## config.mk

```make
export PLATFORM = sky130hd
export DESIGN_NAME = ppu_vram_arbiter_flat
export DESIGN_NICKNAME = d
export VERILOG_FILES = /design/src/rtl/ppu_vram_arbiter_if.sv /design/src/rtl/ppu_vram_arbiter.sv /design/src/flat_wrapper.sv
export SDC_FILE = /design/constraint.sdc
export NUM_CORES = 1
export LEC_CHECK = 0
export BUFFER_PORTS_ARGS = -buffer_cell sky130_fd_sc_hd__buf_2
export CAP_MARGIN = 20
export CORE_MARGIN = 5
export CORE_UTILIZATION = 39
export DETAILED_ROUTE_END_ITERATION = 10
export GPL_ROUTABILITY_DRIVEN = 0
export PLACE_DENSITY_LB_ADDON = 0.1
export SLEW_MARGIN = 30
export SYNTH_ARGS = -nofsm -noshare
export SYNTH_HDL_FRONTEND = slang
export SYNTH_SLANG_ARGS = --single-unit
```

## constraint.sdc

```tcl
create_clock -name PPU_SLOW_CLOCK -period 1.45 [get_ports PPU_SLOW_CLOCK]
set_input_delay 0 -clock PPU_SLOW_CLOCK [delete_from_list [all_inputs] [get_ports PPU_SLOW_CLOCK]]
set_output_delay 0 -clock PPU_SLOW_CLOCK [all_outputs]
set_load 0.1 [all_outputs]
```

## src/rtl/ppu_vram_arbiter_if.sv

```systemverilog
// VRAM arbitration bus: background/sprite/CPU request ports, the VRAM-side
// address/data pins and the completion report back to the requesters.
interface ppu_vram_arbiter_if;
    logic        RENDERING;
    logic        BG_REQ;
    logic [13:0] BG_ADDR;
    logic        BG_GNT;
    logic        SPR_REQ;
    logic [13:0] SPR_ADDR;
    logic        SPR_GNT;
    logic        CPU_REQ;
    logic        CPU_WE;
    logic [13:0] CPU_ADDR;
    logic [7:0]  CPU_WDATA;
    logic        CPU_GNT;
    logic [13:0] APPU;
    logic [7:0]  PPUDO;
    logic        MEM_WE;
    logic [7:0]  PPUDI;
    logic [7:0]  RDATA;
    logic        RD_VALID;
    logic [1:0]  RD_OWNER;

    // Arbiter side
    modport slave (
        input  RENDERING, BG_REQ, BG_ADDR, SPR_REQ, SPR_ADDR,
               CPU_REQ, CPU_WE, CPU_ADDR, CPU_WDATA, PPUDI,
        output BG_GNT, SPR_GNT, CPU_GNT, APPU, PPUDO, MEM_WE,
               RDATA, RD_VALID, RD_OWNER
    );

    // Requester / memory side
    modport master (
        output RENDERING, BG_REQ, BG_ADDR, SPR_REQ, SPR_ADDR,
               CPU_REQ, CPU_WE, CPU_ADDR, CPU_WDATA, PPUDI,
        input  BG_GNT, SPR_GNT, CPU_GNT, APPU, PPUDO, MEM_WE,
               RDATA, RD_VALID, RD_OWNER
    );
endinterface

```

## src/rtl/ppu_vram_arbiter.sv

```systemverilog
// Two-cycle (ADDR, DATA) VRAM access arbiter for the PPU background, sprite
// and CPU ports, with rendering-dependent priority and CPU starvation relief.
module ppu_vram_arbiter #(
    parameter int unsigned CPU_STARVE_LIMIT = 16
) (
    input  logic              PPU_SLOW_CLOCK,
    input  logic              RST_N,
    ppu_vram_arbiter_if.slave bus
);
    typedef enum logic [1:0] {IDLE = 2'd0, ADDR = 2'd1, DATA = 2'd2} state_t;

    localparam logic [1:0] OWN_BG  = 2'd0;
    localparam logic [1:0] OWN_SPR = 2'd1;
    localparam logic [1:0] OWN_CPU = 2'd2;

    state_t      state_q, state_d;
    logic [4:0]  wait_cnt_q, wait_cnt_d;
    logic        bg_gnt_q, bg_gnt_d;
    logic        spr_gnt_q, spr_gnt_d;
    logic        cpu_gnt_q, cpu_gnt_d;
    logic [13:0] appu_q, appu_d;
    logic [7:0]  ppudo_q, ppudo_d;
    logic        mem_we_q, mem_we_d;
    logic [7:0]  rdata_q, rdata_d;
    logic        rd_valid_q, rd_valid_d;
    logic [1:0]  rd_owner_q, rd_owner_d;
    logic [1:0]  owner_q, owner_d;
    logic        wr_q, wr_d;

    logic        arb_slot;
    logic        starve;
    logic        win_vld;
    logic [1:0]  win_owner;
    logic        cpu_win;

    // Winner selection; only meaningful when arb_slot is set
    always_comb begin
        arb_slot  = (state_q != ADDR);
        starve    = bus.CPU_REQ && (32'(wait_cnt_q) >= CPU_STARVE_LIMIT);
        win_vld   = 1'b1;
        win_owner = OWN_BG;
        if (starve) begin
            win_owner = OWN_CPU;
        end else if (bus.RENDERING) begin
            if (bus.BG_REQ)       win_owner = OWN_BG;
            else if (bus.SPR_REQ) win_owner = OWN_SPR;
            else if (bus.CPU_REQ) win_owner = OWN_CPU;
            else                  win_vld   = 1'b0;
        end else begin
            if (bus.CPU_REQ)      win_owner = OWN_CPU;
            else if (bus.SPR_REQ) win_owner = OWN_SPR;
            else if (bus.BG_REQ)  win_owner = OWN_BG;
            else                  win_vld   = 1'b0;
        end
        cpu_win = arb_slot && win_vld && (win_owner == OWN_CPU);
    end

    always_comb begin
        state_d    = state_q;
        bg_gnt_d   = 1'b0;
        spr_gnt_d  = 1'b0;
        cpu_gnt_d  = 1'b0;
        appu_d     = appu_q;
        ppudo_d    = 8'h00;
        mem_we_d   = 1'b0;
        rdata_d    = rdata_q;
        rd_valid_d = 1'b0;
        rd_owner_d = rd_owner_q;
        owner_d    = owner_q;
        wr_d       = wr_q;

        if (!bus.CPU_REQ || cpu_win)  wait_cnt_d = 5'd0;
        else if (wait_cnt_q == 5'd31) wait_cnt_d = wait_cnt_q;
        else                          wait_cnt_d = wait_cnt_q + 5'd1;

        case (state_q)
            ADDR: state_d = DATA;
            DATA: begin
                // Memory returns data during DATA; writes keep the last read value
                rd_valid_d = 1'b1;
                rd_owner_d = owner_q;
                if (!wr_q) rdata_d = bus.PPUDI;
            end
            default: ;
        endcase

        if (arb_slot) begin
            if (win_vld) begin
                state_d = ADDR;
                owner_d = win_owner;
                wr_d    = 1'b0;
                case (win_owner)
                    OWN_BG: begin
                        bg_gnt_d = 1'b1;
                        appu_d   = bus.BG_ADDR;
                    end
                    OWN_SPR: begin
                        spr_gnt_d = 1'b1;
                        appu_d    = bus.SPR_ADDR;
                    end
                    default: begin
                        cpu_gnt_d = 1'b1;
                        appu_d    = bus.CPU_ADDR;
                        wr_d      = bus.CPU_WE;
                        mem_we_d  = bus.CPU_WE;
                        if (bus.CPU_WE) ppudo_d = bus.CPU_WDATA;
                    end
                endcase
            end else begin
                state_d = IDLE;
            end
        end
    end

    always_ff @(posedge PPU_SLOW_CLOCK) begin
        if (!RST_N) begin
            state_q    <= IDLE;
            wait_cnt_q <= 5'd0;
            bg_gnt_q   <= 1'b0;
            spr_gnt_q  <= 1'b0;
            cpu_gnt_q  <= 1'b0;
            appu_q     <= 14'd0;
            ppudo_q    <= 8'h00;
            mem_we_q   <= 1'b0;
            rdata_q    <= 8'h00;
            rd_valid_q <= 1'b0;
            rd_owner_q <= 2'd0;
            owner_q    <= 2'd0;
            wr_q       <= 1'b0;
        end else begin
            state_q    <= state_d;
            wait_cnt_q <= wait_cnt_d;
            bg_gnt_q   <= bg_gnt_d;
            spr_gnt_q  <= spr_gnt_d;
            cpu_gnt_q  <= cpu_gnt_d;
            appu_q     <= appu_d;
            ppudo_q    <= ppudo_d;
            mem_we_q   <= mem_we_d;
            rdata_q    <= rdata_d;
            rd_valid_q <= rd_valid_d;
            rd_owner_q <= rd_owner_d;
            owner_q    <= owner_d;
            wr_q       <= wr_d;
        end
    end

    assign bus.BG_GNT   = bg_gnt_q;
    assign bus.SPR_GNT  = spr_gnt_q;
    assign bus.CPU_GNT  = cpu_gnt_q;
    assign bus.APPU     = appu_q;
    assign bus.PPUDO    = ppudo_q;
    assign bus.MEM_WE   = mem_we_q;
    assign bus.RDATA    = rdata_q;
    assign bus.RD_VALID = rd_valid_q;
    assign bus.RD_OWNER = rd_owner_q;
endmodule
```

## src/flat_wrapper.sv

```systemverilog
// flat-port wrapper written by rule: the top's interface ports become plain ports
module ppu_vram_arbiter_flat 
#(
    parameter int unsigned CPU_STARVE_LIMIT = 16
)
  (PPU_SLOW_CLOCK, RST_N, bus_RENDERING, bus_BG_REQ, bus_BG_ADDR, bus_SPR_REQ, bus_SPR_ADDR, bus_CPU_REQ, bus_CPU_WE, bus_CPU_ADDR, bus_CPU_WDATA, bus_PPUDI, bus_BG_GNT, bus_SPR_GNT, bus_CPU_GNT, bus_APPU, bus_PPUDO, bus_MEM_WE, bus_RDATA, bus_RD_VALID, bus_RD_OWNER);
  ppu_vram_arbiter_if bus_i ();
  input  logic PPU_SLOW_CLOCK;
  input  logic RST_N;
  input wire logic [$bits(bus_i.RENDERING)-1:0] bus_RENDERING;
  input wire logic [$bits(bus_i.BG_REQ)-1:0] bus_BG_REQ;
  input wire logic [$bits(bus_i.BG_ADDR)-1:0] bus_BG_ADDR;
  input wire logic [$bits(bus_i.SPR_REQ)-1:0] bus_SPR_REQ;
  input wire logic [$bits(bus_i.SPR_ADDR)-1:0] bus_SPR_ADDR;
  input wire logic [$bits(bus_i.CPU_REQ)-1:0] bus_CPU_REQ;
  input wire logic [$bits(bus_i.CPU_WE)-1:0] bus_CPU_WE;
  input wire logic [$bits(bus_i.CPU_ADDR)-1:0] bus_CPU_ADDR;
  input wire logic [$bits(bus_i.CPU_WDATA)-1:0] bus_CPU_WDATA;
  input wire logic [$bits(bus_i.PPUDI)-1:0] bus_PPUDI;
  output wire logic [$bits(bus_i.BG_GNT)-1:0] bus_BG_GNT;
  output wire logic [$bits(bus_i.SPR_GNT)-1:0] bus_SPR_GNT;
  output wire logic [$bits(bus_i.CPU_GNT)-1:0] bus_CPU_GNT;
  output wire logic [$bits(bus_i.APPU)-1:0] bus_APPU;
  output wire logic [$bits(bus_i.PPUDO)-1:0] bus_PPUDO;
  output wire logic [$bits(bus_i.MEM_WE)-1:0] bus_MEM_WE;
  output wire logic [$bits(bus_i.RDATA)-1:0] bus_RDATA;
  output wire logic [$bits(bus_i.RD_VALID)-1:0] bus_RD_VALID;
  output wire logic [$bits(bus_i.RD_OWNER)-1:0] bus_RD_OWNER;
  assign bus_i.RENDERING = bus_RENDERING;
  assign bus_i.BG_REQ = bus_BG_REQ;
  assign bus_i.BG_ADDR = bus_BG_ADDR;
  assign bus_i.SPR_REQ = bus_SPR_REQ;
  assign bus_i.SPR_ADDR = bus_SPR_ADDR;
  assign bus_i.CPU_REQ = bus_CPU_REQ;
  assign bus_i.CPU_WE = bus_CPU_WE;
  assign bus_i.CPU_ADDR = bus_CPU_ADDR;
  assign bus_i.CPU_WDATA = bus_CPU_WDATA;
  assign bus_i.PPUDI = bus_PPUDI;
  assign bus_BG_GNT = bus_i.BG_GNT;
  assign bus_SPR_GNT = bus_i.SPR_GNT;
  assign bus_CPU_GNT = bus_i.CPU_GNT;
  assign bus_APPU = bus_i.APPU;
  assign bus_PPUDO = bus_i.PPUDO;
  assign bus_MEM_WE = bus_i.MEM_WE;
  assign bus_RDATA = bus_i.RDATA;
  assign bus_RD_VALID = bus_i.RD_VALID;
  assign bus_RD_OWNER = bus_i.RD_OWNER;
  ppu_vram_arbiter #(.CPU_STARVE_LIMIT(CPU_STARVE_LIMIT)) u_core (.PPU_SLOW_CLOCK(PPU_SLOW_CLOCK), .RST_N(RST_N), .bus(bus_i));
endmodule
```

# Word level (Yosys, flattened, before mapping)
# Index checks and enable logic that the tools add are counted.
# word_totals
n_memories	0
rom_bits	0
ram_bits	0
word_cells	63
out_inout_bits	37
ff_bits	47
latch_bits	0
# op_classes
muxes	24
bitwise_logic	5
mul	0
n_shift	0
n_eq_ne	6
magnitude_cmp	1
div	0
reduce_logical	13
n_addsub	1
# op_table
operator	count
case mux 14 bit (2 select lines)	1
two-way mux 2 bit	8
two-way mux 1 bit	15
OR reduction 6 bit	1
adder 5 x 1 -> 5 bit (second input constant)	1
equality test 5 bit (second input constant)	1
greater-or-equal comparator 5 bit (second input constant)	1
inverter 1 bit	5
equality test 2 x 1 -> 1 bit (second input constant)	2
equality test 2 bit (second input constant)	2
AND reduction 2 bit	2
OR reduction 2 bit	2
logical AND 1 bit	3
AND reduction 3 bit	1
zero test 2 bit	1
inequality test 2 x 1 -> 1 bit (second input constant)	1
nonzero test 2 bit	1
zero test 1 bit	1
logical OR 1 bit	1

# Longest topological paths before layout
# depth
depth_word	9
ltp_mapped	6

# Least setup slack after synthesis
# Ideal clock, no wire load.
# synth_path
path_kind	flip-flop to flip-flop
from	reg u_core.wait_cnt_q[0]
to	reg u_core.wait_cnt_q[3]
setup_time_ps	119
n_path_buf	0
stages_incl_launch_ff	7
required_ps	1331
setup_slack_ps	48
t_arrival_ps	1283
path_cell_list	dfxtp_1 > ha_1 > and3_1 > ha_1 > nand4b_1 > xor2_1 > nor2_1
# synth_via
elab_chain_cells	7
word_cells_on_any_way	11
cone_classes	1 x add/sub; 1 x order compare; 2 x eq/ne; 2 x mux; 5 x reduce/logical
# synth_lines
element	line	source
start, declared	ppu_vram_arbiter.sv:17	logic [4:0] wait_cnt_q, wait_cnt_d;
start signal, assigned	ppu_vram_arbiter.sv:132	wait_cnt_q <= wait_cnt_d;
greater-or-equal comparator 5 bit	ppu_vram_arbiter.sv:39	starve = bus.CPU_REQ && (32'(wait_cnt_q) >= CPU_STARVE_LIMIT);
logical AND 1 bit	ppu_vram_arbiter.sv:39	
two-way mux 2 bit / two-way mux 1 bit (equally long branches)	ppu_vram_arbiter.sv:42	if (starve) begin
equality test 2 bit / logical AND 1 bit (equally long branches)	ppu_vram_arbiter.sv:55	cpu_win = arb_slot && win_vld && (win_owner == OWN_CPU);
logical AND 1 bit	ppu_vram_arbiter.sv:55	
logical OR 1 bit	ppu_vram_arbiter.sv:72	if (!bus.CPU_REQ || cpu_win) wait_cnt_d = 5'd0;
OR reduction 2 bit (no line)	n/a	
# Several ways; a longest one is shown, not always the timed one.
# A chain may end at the register's enable or synchronous reset.

# Final worst setup path
# layout_path
from	reg u_core.wait_cnt_q[4]
to	reg u_core.appu_q[4] (netlist: u_core.bus.APPU[4])
# layout_via
elab_chain_cells	5
word_cells_on_any_way	8
cone_classes	1 x order compare; 1 x eq/ne; 3 x mux; 3 x reduce/logical
# layout_lines
element	line	source
greater-or-equal comparator 5 bit (*)	ppu_vram_arbiter.sv:39	
logical AND 1 bit (*)	ppu_vram_arbiter.sv:39	
two-way mux 2 bit	ppu_vram_arbiter.sv:42	
equality test 2 x 1 -> 1 bit / zero test 2 bit (equally long branches)	ppu_vram_arbiter.sv:92	case (win_owner)
case mux 14 bit (2 select lines)	ppu_vram_arbiter.sv:92	
end signal, assigned	ppu_vram_arbiter.sv:136	appu_q <= appu_d;
end, declared	ppu_vram_arbiter.sv:21	logic [13:0] appu_q, appu_d;
# Mark *: on every way between the ends. The rest lies on a longest branch, timed or not.

==> results.sh <==
export IMPL_outcome="finished, final reports clean"
export IMPL_total_power_w=0.00309
export IMPL_die_x_um=79.1
export IMPL_syn_area_mm2=0.00186
export IMPL_crit_path_max_fanout=6
export IMPL_comb_power_share_pct=29.5
export IMPL_boundaryPins=102
export IMPL_area_delta_synth_final_pct=52.9
export IMPL_setup_ws_ps=48.0
export IMPL_wl_per_cell_um=12.7
export IMPL_skew_ps=2.49
export IMPL_finalSetupViolCount=0
export IMPL_num_rows=25
export IMPL_via_per_inst=4.69
export IMPL_cap_viol_max_count=0
export IMPL_drt_initial_drc_count=59
export IMPL_dieArea_mm2=0.00625
export IMPL_final_util_pct=60.6
export IMPL_drc=0
export IMPL_first_global_vias=1788
export IMPL_cts_root_buffer="clkbuf_8"
export IMPL_grt_pass1_wl_um=7990
export IMPL_layout_common_cells="101 x buf_2, 46 x dfxtp_1, 35 x nand2_1, 28 x dlygate4sd3_1, 25 x o21ai_0"
export IMPL_cell_internal_pwr_w=0.00196
export IMPL_grt_usage_pct=16.2
export IMPL_grt_ovfl_total=0
export IMPL_hold_viol_final=0
export IMPL_layout_commonest_cell="buf_2"
export IMPL_dr_pass1_iters=4
export IMPL_regArea_um2=942
export IMPL_grt_setup_unrepaired="yes"
export IMPL_fmax_mhz=713
export IMPL_syn_avg_cell_area_um2=9.30
export IMPL_p_switching_w=0.00113
export IMPL_hold_slack_ps=7.54
export IMPL_grt_max_degree=18
export IMPL_ys_seq_area_share_pct=50.6
export IMPL_cp_end_kind="flip-flop"
export IMPL_core_mm2=0.00469
export IMPL_critPathKind="flip-flop to flip-flop"
export IMPL_clkTransAtPathRegs_ps=90
export IMPL_seqPwrFrac_pct=45.3
export IMPL_clkPwrFrac_pct=25.2
export IMPL_yosys_warnings=0
export IMPL_instances_no_fill=392
export IMPL_startpoint_type="flip-flop"
export IMPL_h_tree_depth=2
export IMPL_syn_nets=267
export IMPL_cts_buffers=5
export IMPL_cts_buffer_depth=2
export IMPL_vias=1840
export IMPL_antenna_found_initial=0
export IMPL_synthFlopType="dfxtp_1"
export IMPL_cts_tree="yes"
export IMPL_wl_um=4970
export IMPL_finalCriticalPeriod_ps=1400
export IMPL_portBuffers=101
export IMPL_dp_cells=356
export IMPL_multiInputGateArea_um2=885
export IMPL_ys_ff_latch=47
export IMPL_p_sw_share_pct=36.4
export IMPL_drive_above_1_share_pct=37.3
export IMPL_die_h_um=79.1
export IMPL_cp_required_ps=1640
export IMPL_final_antenna_net_count=0
export IMPL_power_density_mw_per_mm2=1090
export IMPL_hp_class="input port to flip-flop"
export IMPL_slew_viol_final=0
export IMPL_fin_crit_sh_pct=96.7
export IMPL_arrival_ps=1590
export IMPL_dp_worst_setup_slack_ps=6.99
export IMPL_p_leak_nw=1.41
export IMPL_dp_hpwl_um=3590
export IMPL_synth_edf_count=0
export IMPL_worstSkewPairLatency_ps=290
export IMPL_vdd_ir_drop_worst_uv=636
export IMPL_diodes=0
export IMPL_async_flop_share_pct=0
export IMPL_ys_types=28
export IMPL_num_fill_cells=446
export IMPL_synthesis_instances=200
export IMPL_worstMarginPinSlew_ps=503
export IMPL_start_util_pct=39.7
export IMPL_post_cts_buffers=0
export IMPL_relSlewSlack_pct=66.7
export IMPL_clkSinkCount=47
export IMPL_layout_nets=404
-- metrics by stage --
step | cell area (µm²) | setup TNS [ps]
final | 2840 | 0
after global placement | 2470 | 0
after global routing | 2840 | -207
after detailed placement | 2470 | 0
after floorplan | 1860 | 0
after CTS | 2840 | 0
-- cells by family after synthesis --
family          synth area share, %
mux                            6.99
simple gates                   24.9
fa+ha+maj                      1.34
buf+inv                        2.02
flops                          50.6
xor+xnor                       1.41
compound gates                 12.8
-- power by group through the flow --
stage / sequential [W] / clock [W] / combinational (W)
2_1_floorplan: 0.00189 / 0 / 0.000178
3_3_place_gp: 0.00143 / 0 / 0.000852
4_1_cts: 0.00140 / 0.000807 / 0.000915
3_5_place_dp: 0.00143 / 0 / 0.000854
5_1_grt: 0.00141 / 0.000876 / 0.000963
6_report: 0.00140 / 0.000780 / 0.000911
-- registers in the layout, summed over array words and instances (netlist names) --
register / cells
u_core.state_q: 2
u_core.bus.RDATA: 8
u_core.bus.RD_OWNER: 2
u_core.bus.APPU: 14
u_core.bus.MEM_WE: 1
u_core.wait_cnt_q: 5
u_core.bus.SPR_GNT: 1
u_core.bus.PPUDO: 8
u_core.owner_q: 2
u_core.wr_q: 1
u_core.bus.CPU_GNT: 1
u_core.bus.BG_GNT: 1
u_core.bus.RD_VALID: 1
-- worst max-delay path, stage by stage, from the launching register on --
cell	delay (ps)
dfxtp_1	330
nand2b_1	190
o2111a_1	330
a22o_1	200
a221o_1	250
-- area by class of cell --
class | instances | area share [%]
clock inverter | 3 | 0.704
tap | 54 | 2.38
timing repair buffer | 139 | 30.3
clock buffer | 5 | 2.42
sequential | 47 | 33.1
multi-input combinational | 144 | 31.1
-- Yosys cell counts, drive strengths merged, types with 2 or more instances --
library cell	n	area, µm²
nor2b	14	87.6
a21boi	3	26.3
xor2	2	17.5
nor2	6	22.5
dfxtp	47	941
a221o	2	20.0
ha	2	25.0
a22o	2	17.5
nand2	35	131
o21ai	26	130
and3	23	154
buf	3	15.0
mux2i	13	130
clkbuf	6	22.5
and2	3	18.8
a21o	2	15.0
nand2b	2	12.5
-- routing by layer --
| metal | GRT usage (%) | part of all wire [%] |
|---|---|---|
| met5 | 0 | 0 |
| met4 | 5.15 | 0.85 |
| met1 | 18.4 | 43 |
| met2 | 28.7 | 49 |
| met3 | 4.99 | 7.6 |
-- final timing paths --
| check | to | start | slack, ps | cells after the start |
|---|---|---|---|---|
| worst max-delay path | u_core.bus.APPU[4] | u_core.wait_cnt_q[4] | 50 | 4 |
| worst min-delay path | u_core.bus.APPU[13] | bus_CPU_ADDR[13] | 8 | 3 |
| worst max register to register | u_core.bus.APPU[4] | u_core.wait_cnt_q[4] | 50 | 4 |
| worst min register to register | u_core.bus.APPU[5] | u_core.bus.APPU[5] | 460 | 2 |
-- timing repair --
item | 4_1_cts | 5_1_grt
resized for setup | 1 | 1
setup endpoints to repair | 1 | 9
endpoints found under the hold margin | 24 | 0
hold buffers | 28 | 0
(Power assumes the default switching activity.)
